===== src/rtl/decode_queue_pkg.sv =====
// RV32I encoding types and OOPs inter-stage structs for the decode queue.
// rv32i_types holds encodings; oops_structs holds the decoded entry.
package rv32i_types;

  typedef enum logic [6:0] {
    op_lui   = 7'b0110111,
    op_auipc = 7'b0010111,
    op_jal   = 7'b1101111,
    op_jalr  = 7'b1100111,
    op_br    = 7'b1100011,
    op_load  = 7'b0000011,
    op_store = 7'b0100011,
    op_imm   = 7'b0010011,
    op_reg   = 7'b0110011
  } rv32i_opcode_t;

  typedef enum logic [2:0] {
    f3_beq  = 3'b000,
    f3_bne  = 3'b001,
    f3_blt  = 3'b100,
    f3_bge  = 3'b101,
    f3_bltu = 3'b110,
    f3_bgeu = 3'b111
  } branch_funct3_t;

  typedef enum logic [2:0] {
    f3_lb  = 3'b000,
    f3_lh  = 3'b001,
    f3_lw  = 3'b010,
    f3_lbu = 3'b100,
    f3_lhu = 3'b101
  } load_funct3_t;

  typedef enum logic [2:0] {
    f3_sb = 3'b000,
    f3_sh = 3'b001,
    f3_sw = 3'b010
  } store_funct3_t;

  typedef enum logic [2:0] {
    f3_add  = 3'b000,
    f3_sll  = 3'b001,
    f3_slt  = 3'b010,
    f3_sltu = 3'b011,
    f3_xor  = 3'b100,
    f3_sr   = 3'b101,
    f3_or   = 3'b110,
    f3_and  = 3'b111
  } arith_funct3_t;

  typedef enum logic [5:0] {
    i_illegal, i_lui, i_auipc, i_jal, i_jalr,
    i_beq, i_bne, i_blt, i_bge, i_bltu, i_bgeu,
    i_lb, i_lh, i_lw, i_lbu, i_lhu,
    i_sb, i_sh, i_sw,
    imm_add, imm_slt, imm_sltu, imm_xor,
    imm_or, imm_and, imm_sll, imm_srl, imm_sra,
    reg_add, reg_sub, reg_sll, reg_slt, reg_sltu,
    reg_xor, reg_srl, reg_sra, reg_or, reg_and
  } rv32i_instr_t;

endpackage

package oops_structs;
  import rv32i_types::*;

  localparam int DECODE_Q_DEPTH = 4;

  typedef struct packed {
    rv32i_instr_t instr;
    logic [31:0]  pc;
    logic         cb1;
    logic         cb2;
    logic [31:0]  val1;
    logic [31:0]  val2;
    logic [4:0]   dest_reg;
    logic         branch;
    logic         jal;
    logic         jalr;
    logic [31:0]  b_imm;
  } instruction_element_t;

endpackage


===== src/rtl/decode_queue_field_decode.sv =====
// Single-cycle RV32I field decoder: raw word + pc to a decoded entry.
// Purely combinational; flags encodings the core does not support.
module rv32i_field_decode
  import rv32i_types::*;
  import oops_structs::*;
(
  input  logic [31:0]          instr_i,
  input  logic [31:0]          pc_i,
  output instruction_element_t instruction_o,
  output logic                 illegal
);

  logic [6:0]  opc;
  logic [2:0]  f3;
  logic        alt;
  logic [4:0]  rd;
  logic [31:0] rs1;
  logic [31:0] rs2;
  logic [31:0] imm_i;
  logic [31:0] imm_s;
  logic [31:0] imm_b;
  logic [31:0] imm_u;
  logic [31:0] imm_j;

  assign opc = instr_i[6:0];
  assign f3  = instr_i[14:12];
  assign alt = instr_i[30];
  assign rd  = instr_i[11:7];
  assign rs1 = {27'd0, instr_i[19:15]};
  assign rs2 = {27'd0, instr_i[24:20]};

  assign imm_i = {{20{instr_i[31]}}, instr_i[31:20]};
  assign imm_s = {{20{instr_i[31]}}, instr_i[31:25],
                  instr_i[11:7]};
  assign imm_b = {{19{instr_i[31]}}, instr_i[31], instr_i[7],
                  instr_i[30:25], instr_i[11:8], 1'b0};
  assign imm_u = {instr_i[31:12], 12'd0};
  assign imm_j = {{11{instr_i[31]}}, instr_i[31],
                  instr_i[19:12], instr_i[20],
                  instr_i[30:21], 1'b0};

  // Opcode/funct3 decode into the entry fields
  always_comb begin
    instruction_o       = '0;
    instruction_o.instr = i_illegal;
    instruction_o.pc    = pc_i;
    illegal             = 1'b0;
    case (opc)
      op_lui: begin
        instruction_o.instr    = i_lui;
        instruction_o.val2     = imm_u;
        instruction_o.dest_reg = rd;
      end
      op_auipc: begin
        instruction_o.instr    = i_auipc;
        instruction_o.val1     = pc_i;
        instruction_o.val2     = imm_u;
        instruction_o.dest_reg = rd;
      end
      op_br: begin
        instruction_o.cb1    = 1'b1;
        instruction_o.cb2    = 1'b1;
        instruction_o.val1   = rs1;
        instruction_o.val2   = rs2;
        instruction_o.branch = 1'b1;
        instruction_o.b_imm  = imm_b;
        case (f3)
          f3_beq:  instruction_o.instr = i_beq;
          f3_bne:  instruction_o.instr = i_bne;
          f3_blt:  instruction_o.instr = i_blt;
          f3_bge:  instruction_o.instr = i_bge;
          f3_bltu: instruction_o.instr = i_bltu;
          f3_bgeu: instruction_o.instr = i_bgeu;
          default: illegal = 1'b1;
        endcase
      end
      op_load: begin
        instruction_o.cb1      = 1'b1;
        instruction_o.val1     = rs1;
        instruction_o.b_imm    = imm_i;
        instruction_o.dest_reg = rd;
        case (f3)
          f3_lb:   instruction_o.instr = i_lb;
          f3_lh:   instruction_o.instr = i_lh;
          f3_lw:   instruction_o.instr = i_lw;
          f3_lbu:  instruction_o.instr = i_lbu;
          f3_lhu:  instruction_o.instr = i_lhu;
          default: illegal = 1'b1;
        endcase
      end
      op_store: begin
        instruction_o.cb1   = 1'b1;
        instruction_o.cb2   = 1'b1;
        instruction_o.val1  = rs1;
        instruction_o.val2  = rs2;
        instruction_o.b_imm = imm_s;
        case (f3)
          f3_sb:   instruction_o.instr = i_sb;
          f3_sh:   instruction_o.instr = i_sh;
          f3_sw:   instruction_o.instr = i_sw;
          default: illegal = 1'b1;
        endcase
      end
      op_imm: begin
        instruction_o.cb1      = 1'b1;
        instruction_o.val1     = rs1;
        instruction_o.val2     = imm_i;
        instruction_o.dest_reg = rd;
        case (f3)
          f3_add:  instruction_o.instr = imm_add;
          f3_sll:  instruction_o.instr = imm_sll;
          f3_slt:  instruction_o.instr = imm_slt;
          f3_sltu: instruction_o.instr = imm_sltu;
          f3_xor:  instruction_o.instr = imm_xor;
          f3_or:   instruction_o.instr = imm_or;
          f3_and:  instruction_o.instr = imm_and;
          default: instruction_o.instr =
                     alt ? imm_sra : imm_srl;
        endcase
      end
      op_reg: begin
        instruction_o.cb1      = 1'b1;
        instruction_o.cb2      = 1'b1;
        instruction_o.val1     = rs1;
        instruction_o.val2     = rs2;
        instruction_o.dest_reg = rd;
        case (f3)
          f3_add:  instruction_o.instr =
                     alt ? reg_sub : reg_add;
          f3_sll:  instruction_o.instr = reg_sll;
          f3_slt:  instruction_o.instr = reg_slt;
          f3_sltu: instruction_o.instr = reg_sltu;
          f3_xor:  instruction_o.instr = reg_xor;
          f3_or:   instruction_o.instr = reg_or;
          f3_and:  instruction_o.instr = reg_and;
          default: instruction_o.instr =
                     alt ? reg_sra : reg_srl;
        endcase
      end
      op_jal: begin
        instruction_o.instr    = i_jal;
        instruction_o.val1     = pc_i;
        instruction_o.val2     = imm_j;
        instruction_o.dest_reg = rd;
        instruction_o.branch   = 1'b1;
        instruction_o.jal      = 1'b1;
      end
      op_jalr: begin
        instruction_o.instr    = i_jalr;
        instruction_o.cb1      = 1'b1;
        instruction_o.val1     = rs1;
        instruction_o.val2     = imm_i;
        instruction_o.dest_reg = rd;
        instruction_o.branch   = 1'b1;
        instruction_o.jalr     = 1'b1;
      end
      default: illegal = 1'b1;
    endcase
  end

endmodule


===== src/rtl/decode_queue.sv =====
// Decode stage: one-cycle RV32I decode into a DEPTH-entry FIFO.
// Optional same-cycle bypass when empty: DECODE_QUEUE_BYPASS_EN.
module decode_queue
  import rv32i_types::*;
  import oops_structs::*;
#(
  parameter int DEPTH = DECODE_Q_DEPTH,
  parameter int CNT_W = $clog2(DEPTH + 1)
) (
  input  logic        clk,
  input  logic        rst,
  input  logic        fls,
  input  logic        in_vld_i,
  output logic        in_rdy_o,
  input  logic [31:0] instr_i,
  input  logic [31:0] pc_i,
  output logic        out_vld_o,
  input  logic        out_rdy_i,
  output logic [$bits(instruction_element_t)-1:0]
                      instruction_o,
  output logic [CNT_W-1:0] count_o,
  output logic        illegal_o
);

  localparam int PTR_W = $clog2(DEPTH);

  instruction_element_t mem [DEPTH];
  instruction_element_t dec;
  logic                 dec_ill;
  logic [PTR_W-1:0]     wr_ptr;
  logic [PTR_W-1:0]     rd_ptr;
  logic [CNT_W-1:0]     count;
  logic                 ill_q;
  logic                 push;
  logic                 pop;
  logic                 wr_en;
  logic                 rd_en;

  rv32i_field_decode u_dec (
    .instr_i       (instr_i),
    .pc_i          (pc_i),
    .instruction_o (dec),
    .illegal       (dec_ill)
  );

  assign in_rdy_o  = (count != CNT_W'(DEPTH));
  assign push      = in_vld_i & in_rdy_o;
  assign pop       = out_vld_o & out_rdy_i;
  assign count_o   = count;
  assign illegal_o = ill_q;

`ifdef DECODE_QUEUE_BYPASS_EN
  logic byp;
  assign byp = (count == '0) & in_vld_i & ~dec_ill;
  assign out_vld_o = (count != '0) | byp;
  assign instruction_o = byp ? dec : mem[rd_ptr];
  assign wr_en = push & ~dec_ill & ~(byp & out_rdy_i);
  assign rd_en = pop & ~byp;
`else
  assign out_vld_o = (count != '0);
  assign instruction_o = mem[rd_ptr];
  assign wr_en = push & ~dec_ill;
  assign rd_en = pop;
`endif

  // Pointers, occupancy and the illegal pulse
  always_ff @(posedge clk) begin
    if (rst | fls) begin
      wr_ptr <= '0;
      rd_ptr <= '0;
      count  <= '0;
      ill_q  <= 1'b0;
    end else begin
      if (wr_en) wr_ptr <= wr_ptr + PTR_W'(1);
      if (rd_en) rd_ptr <= rd_ptr + PTR_W'(1);
      if (wr_en & ~rd_en)
        count <= count + CNT_W'(1);
      else if (rd_en & ~wr_en)
        count <= count - CNT_W'(1);
      ill_q <= push & dec_ill;
    end
  end

  // Entry payload; not reset, pointers gate validity
  always_ff @(posedge clk) begin
    if (wr_en) mem[wr_ptr] <= dec;
  end

endmodule


===== config.mk =====
export PLATFORM = sky130hd
export DESIGN_NAME = decode_queue
export DESIGN_NICKNAME = d
export VERILOG_FILES = /design/src/rtl/decode_queue_pkg.sv /design/src/rtl/decode_queue_field_decode.sv /design/src/rtl/decode_queue.sv
export SDC_FILE = /design/constraint.sdc
export NUM_CORES = 1
export LEC_CHECK = 0
export ABC_AREA = 1
export BUFFER_PORTS_ARGS = -buffer_cell sky130_fd_sc_hd__buf_2
export CORE_UTILIZATION = 50
export CTS_BUF_LIST = sky130_fd_sc_hd__clkbuf_16
export CTS_CLUSTER_SIZE = 10
export DETAILED_ROUTE_END_ITERATION = 6
export HOLD_SLACK_MARGIN = 0.15
export PLACE_DENSITY = 0.72
export SYNTH_ARGS = -nofsm -noshare
export SYNTH_HDL_FRONTEND = slang
export SYNTH_SLANG_ARGS = --single-unit

===== constraint.sdc =====
create_clock -name clk -period 6.4 [get_ports clk]
set_clock_uncertainty 0.05 [all_clocks]
set_input_delay 0 -clock clk [delete_from_list [all_inputs] [get_ports clk]]
set_output_delay 0 -clock clk [all_outputs]
set_load 0.1 [all_outputs]

# After elaboration in Yosys (flattened, before gate mapping)
# Memory sizes are Yosys's and may differ from the RTL's. A register that Yosys moved wholly into a read port is not among the register bits.
# Cells that the tools add are included.
# op_classes
add_sub_neg,4
bitwise_logic,10
eq_ne,17
reduce_logical,14
n_mux,28
# op_table
operator,n
$pmux W32 S4,1
$pmux W32 S3,1
$pmux W6 S7,2
$pmux W32 S2,1
$pmux W6 S9,1
$pmux W4 S6,1
$eq A7 B6 Y1 const B,3
$eq A7 B7 Y1 const B,3
$pmux W4 S5,1
$reduce_or A6 Y1,3
$pmux W5 S3,1
$eq A7 B5 Y1 const B,2
$mux W1,13
$eq A3 B3 Y1 const B,4
$reduce_or A3 Y1,3
$eq A7 B2 Y1 const B,1
$reduce_or A7 Y1,1
$and A1 B1 Y1,6
$eq A3 B2 Y1 const B,2
$mux W3,2
$reduce_or A2 Y1,3
$mux W5,1
$reduce_or A5 Y1,1
$add A2 B1 Y2 const B,2
11 further kinds,14
# word_totals
reg_bits,8
n_memories,1
out_inout_bits,150
ram_bits,576
input_bits,69
wordCells,78
# mem_list
name,words,word_bits,rd,rd_ports_with_merged_regs,write_ports,line_no,text
mem,4,144,1,1,1,decode_queue.sv:27,instruction_element_t mem [DEPTH];

# Logic depth before layout (Yosys ltp)
# logic_depth
depth_word,10
mapped_depth,16
depth_no_buf,16

# By module
# Synthesis repeated with hierarchy kept, for this count alone.
# unflattened
hier_cells,1798
hier_area_um2,23784.1
# by_module_without_submodules
mod,instances,cells_per_inst,seq_area_each_um2,area_each_um2
decode_queue,1,1468,17496.8,21873.5
rv32i_field_decode,1,330,0.0,1910.6

# Worst setup path before layout
# OpenSTA, ideal clock, no wires.
# synth_path
kind,register -> register
startpoint,"reg count[0], in the netlist count_o[0]"
endpoint,mem mem[0][0] (netlist name) (enable)
setup_ns,0.611
setup_slack_ns,-1.845
stages_incl_launch_ff,7
t_required_ns,5.739
n_path_buf,0
synth_period_minus_slack_ns,8.245
arrival_ns,7.584
path_cell_list,dfxtp_1 -> inv_1 -> nand3_1 -> nand2_1 -> inv_1 -> nand3_4 -> nor2_1
# synth_between
elab_chain_len,5
# synth_rtl
element,line_no,text
from (decl),decode_queue.sv:32,logic [CNT_W-1:0] count;
from (signal assigned),decode_queue.sv:77,count <= count + CNT_W'(1);
from (signal assigned),decode_queue.sv:79,count <= count - CNT_W'(1);
$ne A3 B3 Y1,decode_queue.sv:46,assign in_rdy_o = (count != CNT_W'(DEPTH));
via in_rdy_o,decode_queue.sv:14,"output logic in_rdy_o,"
$and A1 B1 Y1,decode_queue.sv:47,assign push = in_vld_i & in_rdy_o;
$and A1 B1 Y1,decode_queue.sv:62,assign wr_en = push & ~dec_ill;
$mux W1,decode_queue.sv:86,if (wr_en) mem[wr_ptr] <= dec;
$mux W1 (implied by the code),decode_queue.sv:86,
to (decl),decode_queue.sv:27,
# The timed path passes the listed nets, and every way through them passes these cells.

==> impl_metrics.env <==
export IMPL_outcome="completed"
export IMPL_endpoint="instruction_o[94]"
export IMPL_port_buffers=218
export IMPL_worstHoldStart="pc_i[28]"
export IMPL_r2r_start="count_o[0]"
export IMPL_period_needed_ns=4.30
export IMPL_diodes=0
export IMPL_gp_congestion=0.886
export IMPL_cp_start_kind="register"
export IMPL_multiInputGateArea_mm2=0.00419
export IMPL_layout_common_cells="edfxtp_1 (500), nor2_1 (316), o21ai_0 (292), buf_2 (218), o22ai_1 (131)"
export IMPL_cp_top_family="buffers and inverters"
export IMPL_crit_top_cell="buf_4"
export IMPL_reg2reg_depth=13
export IMPL_wirelength_mm=48.0
export IMPL_via_count=13400
export IMPL_cts_tree="done"
export IMPL_p_per_area_mw_per_mm2=287
export IMPL_dr_pass1_iters=7
export IMPL_fin_tns_setup_ns=0
export IMPL_ys_ff_latch=510
export IMPL_final_common_cell="edfxtp_1"
export IMPL_synth_ff_type="edfxtp_1"
export IMPL_place_inst=2219
export IMPL_grt_max_degree=142
export IMPL_cts_made_buffers=57
export IMPL_postSynth_asyncResetShare_pct=0
export IMPL_cap_viol_max_count=0
export IMPL_r2r_end="count_o[2]"
export IMPL_cp_arrival_ns=4.25
export IMPL_routedWlPerCell_um=19.9
export IMPL_ir_worst_vdd_mv=0.169
export IMPL_clock_latency_ns=0.59
export IMPL_cp_depth=5
export IMPL_grt_pass1_vias=13000
export IMPL_area_delta_synth_final_pct=20.2
export IMPL_p_total_mw=7.00
export IMPL_yosysWarnings=0
export IMPL_max_slew_worst_pin_slew_ns=1.15
export IMPL_synth_top_cell_area_share_pct=74.1
export IMPL_drtIter0Drc=1014
export IMPL_ys_types=28
export IMPL_yosysSeqAreaShare_pct=75.1
export IMPL_post_cts_buffers=0
export IMPL_wl_met2_mm=23.4
export IMPL_drv_slew=0
export IMPL_worst_setup_path_end_kind="output port"
export IMPL_critPathKind="register to output port"
export IMPL_cp_cell_sequence="buf_4 > buf_4 > o21ai_0 > o22ai_1 > buf_2"
export IMPL_final_period_utilization_pct=67.2
export IMPL_cts_max_path_buffers=3
export IMPL_grt_pass1_wl_mm=72.6
export IMPL_slew_limit_headroom_pct=23.5
export IMPL_p_leak_nw=9.48
export IMPL_cp_slowest_cell="buf_4"
export IMPL_fill_cells=3069
export IMPL_drive_gt1_share_pct=17.3
export IMPL_synth_edff_count=500
export IMPL_syn_inst=1573
export IMPL_cts_root_buf="clkbuf_16"
export IMPL_synth_area_mm2=0.0203
export IMPL_hold_class="input port to register"
export IMPL_r2r_slack_ns=4.01
export IMPL_cts_hold_buf=111
export IMPL_start_util_pct=50.9
export IMPL_rows=73
export IMPL_core_area_mm2=0.0398
export IMPL_nets=1939
export IMPL_rsz0062_at_grt="no"
export IMPL_wl_met3_mm=3.27
export IMPL_fp_dieH_um=203
export IMPL_dp_hpwl_mm=25.7
export IMPL_grt_overflow=0
export IMPL_highest_layer="met4"
export IMPL_cts_resized=0
export IMPL_vias_per_cell=5.55
export IMPL_die_x_um=203
export IMPL_fmax_ghz=0.233
export IMPL_cts_clk_slew_worst_paths_ns=0.05
export IMPL_grtUsageTotal_pct=23.1
export IMPL_whs_path_depth=2
export IMPL_detail_route_antenna_nets=0
export IMPL_h_tree_depth=2
export IMPL_clock_sinks=510
export IMPL_required_ns=6.35
export IMPL_crit_fanout=114
export IMPL_setup_violations=0
export IMPL_die_area_mm2=0.0413
export IMPL_whs_ns=0.176
export IMPL_synthTopCellsByArea="edfxtp_1 (74%), o21ai_0 (7.2%), nor2_1 (5.9%)"
export IMPL_critPathMaxStageDelay_ns=0.97
export IMPL_finalNonFillerCells=2414
export IMPL_hold_violations=0
export IMPL_cp_buffers_inverters=3
export IMPL_seqCellArea_mm2=0.0152
export IMPL_synth_area_leader_cell="edfxtp_1"
export IMPL_syn_num_nets=1648
export IMPL_pin_count=219
export IMPL_drc=0
export IMPL_wl_met1_mm=20.3
export IMPL_avgSynthCellArea_um2=12.9
export IMPL_antenna_found_initial=0
[per-stage QoR]
step           util, %  setup WS, ns  cell area [um^2]
2_1_floorplan        -         -1.84             20300
3_3_place_gp      54.4          2.86             21700
3_5_place_dp      54.4          2.81             21700
4_1_cts           61.1          2.10             24300
5_1_grt           61.1          1.80             24300
6_report          61.1          2.10             24300
[cell families after synthesis]
family / synth area share [%]
buf+inv: 4.38
compound gates: 11.9
simple gates: 8.24
flops: 75.1
fa+ha+maj: 0.408
[worst min path at each step]
stage	endpoint	slack, ns
2_1_floorplan	mem[0][106]	0.05
3_3_place_gp	mem[3][110]	0.18
3_5_place_dp	mem[2][121]	0.18
4_1_cts	mem[3][107]	0.15
5_1_grt	mem[3][107]	0.17
6_report	mem[1][134]	0.18
[worst reg2reg max path: stages (launching register included)]
cell     delay (ns)
dfxtp_1        0.38
inv_1          0.11
nand3_1        0.13
nand2_1        0.08
inv_1          0.15
nand3_4        0.19
inv_1          0.11
ha_1           0.14
inv_1          0.07
fa_1           0.38
a21oi_1        0.16
o21ai_0        0.12
o21ai_0        0.15
a21oi_1        0.06
[where the power goes]
| group | internal [mW] | switching (mW) |
|---|---|---|
| clock network | 1.62 | 1.18 |
| registers | 3.66 | 0.00739 |
| logic | 0.113 | 0.415 |
| total | 5.39 | 1.60 |
[cell usage after synthesis, types with 10 or more instances]
master	number
nand3_1	11
o21ai_0	292
a21oi_1	13
edfxtp_1	500
nand2_1	50
buf_4	20
nor2_1	320
clkbuf_1	50
inv_1	92
buf_2	35
dfxtp_1	10
o22ai_1	131
[state kept, by name, indices dropped and copies added, names as in the netlist, named ones only]
signal and flops:
mem 500, count_o 3, rd_ptr 2, wr_ptr 2
illegal_o 1
[routing by layer]
metal  vias up  global-route usage [%]
li1       6259                       -
met1      6565                    31.0
met2       493                    38.3
met3        86                    4.60
met4         0                    6.74
met5         -                       0
[area by class of cell]
cell class	instances	area share [%]
Clock buffer	59	6.06
Multi-Input combinational cell	858	17.2
Clock inverter	25	0.416
Sequential cell	510	62.5
Inverter	99	1.55
Timing Repair Buffer	338	9.53
Tap cell	525	2.70
Power figures use the tool's default switching activity.
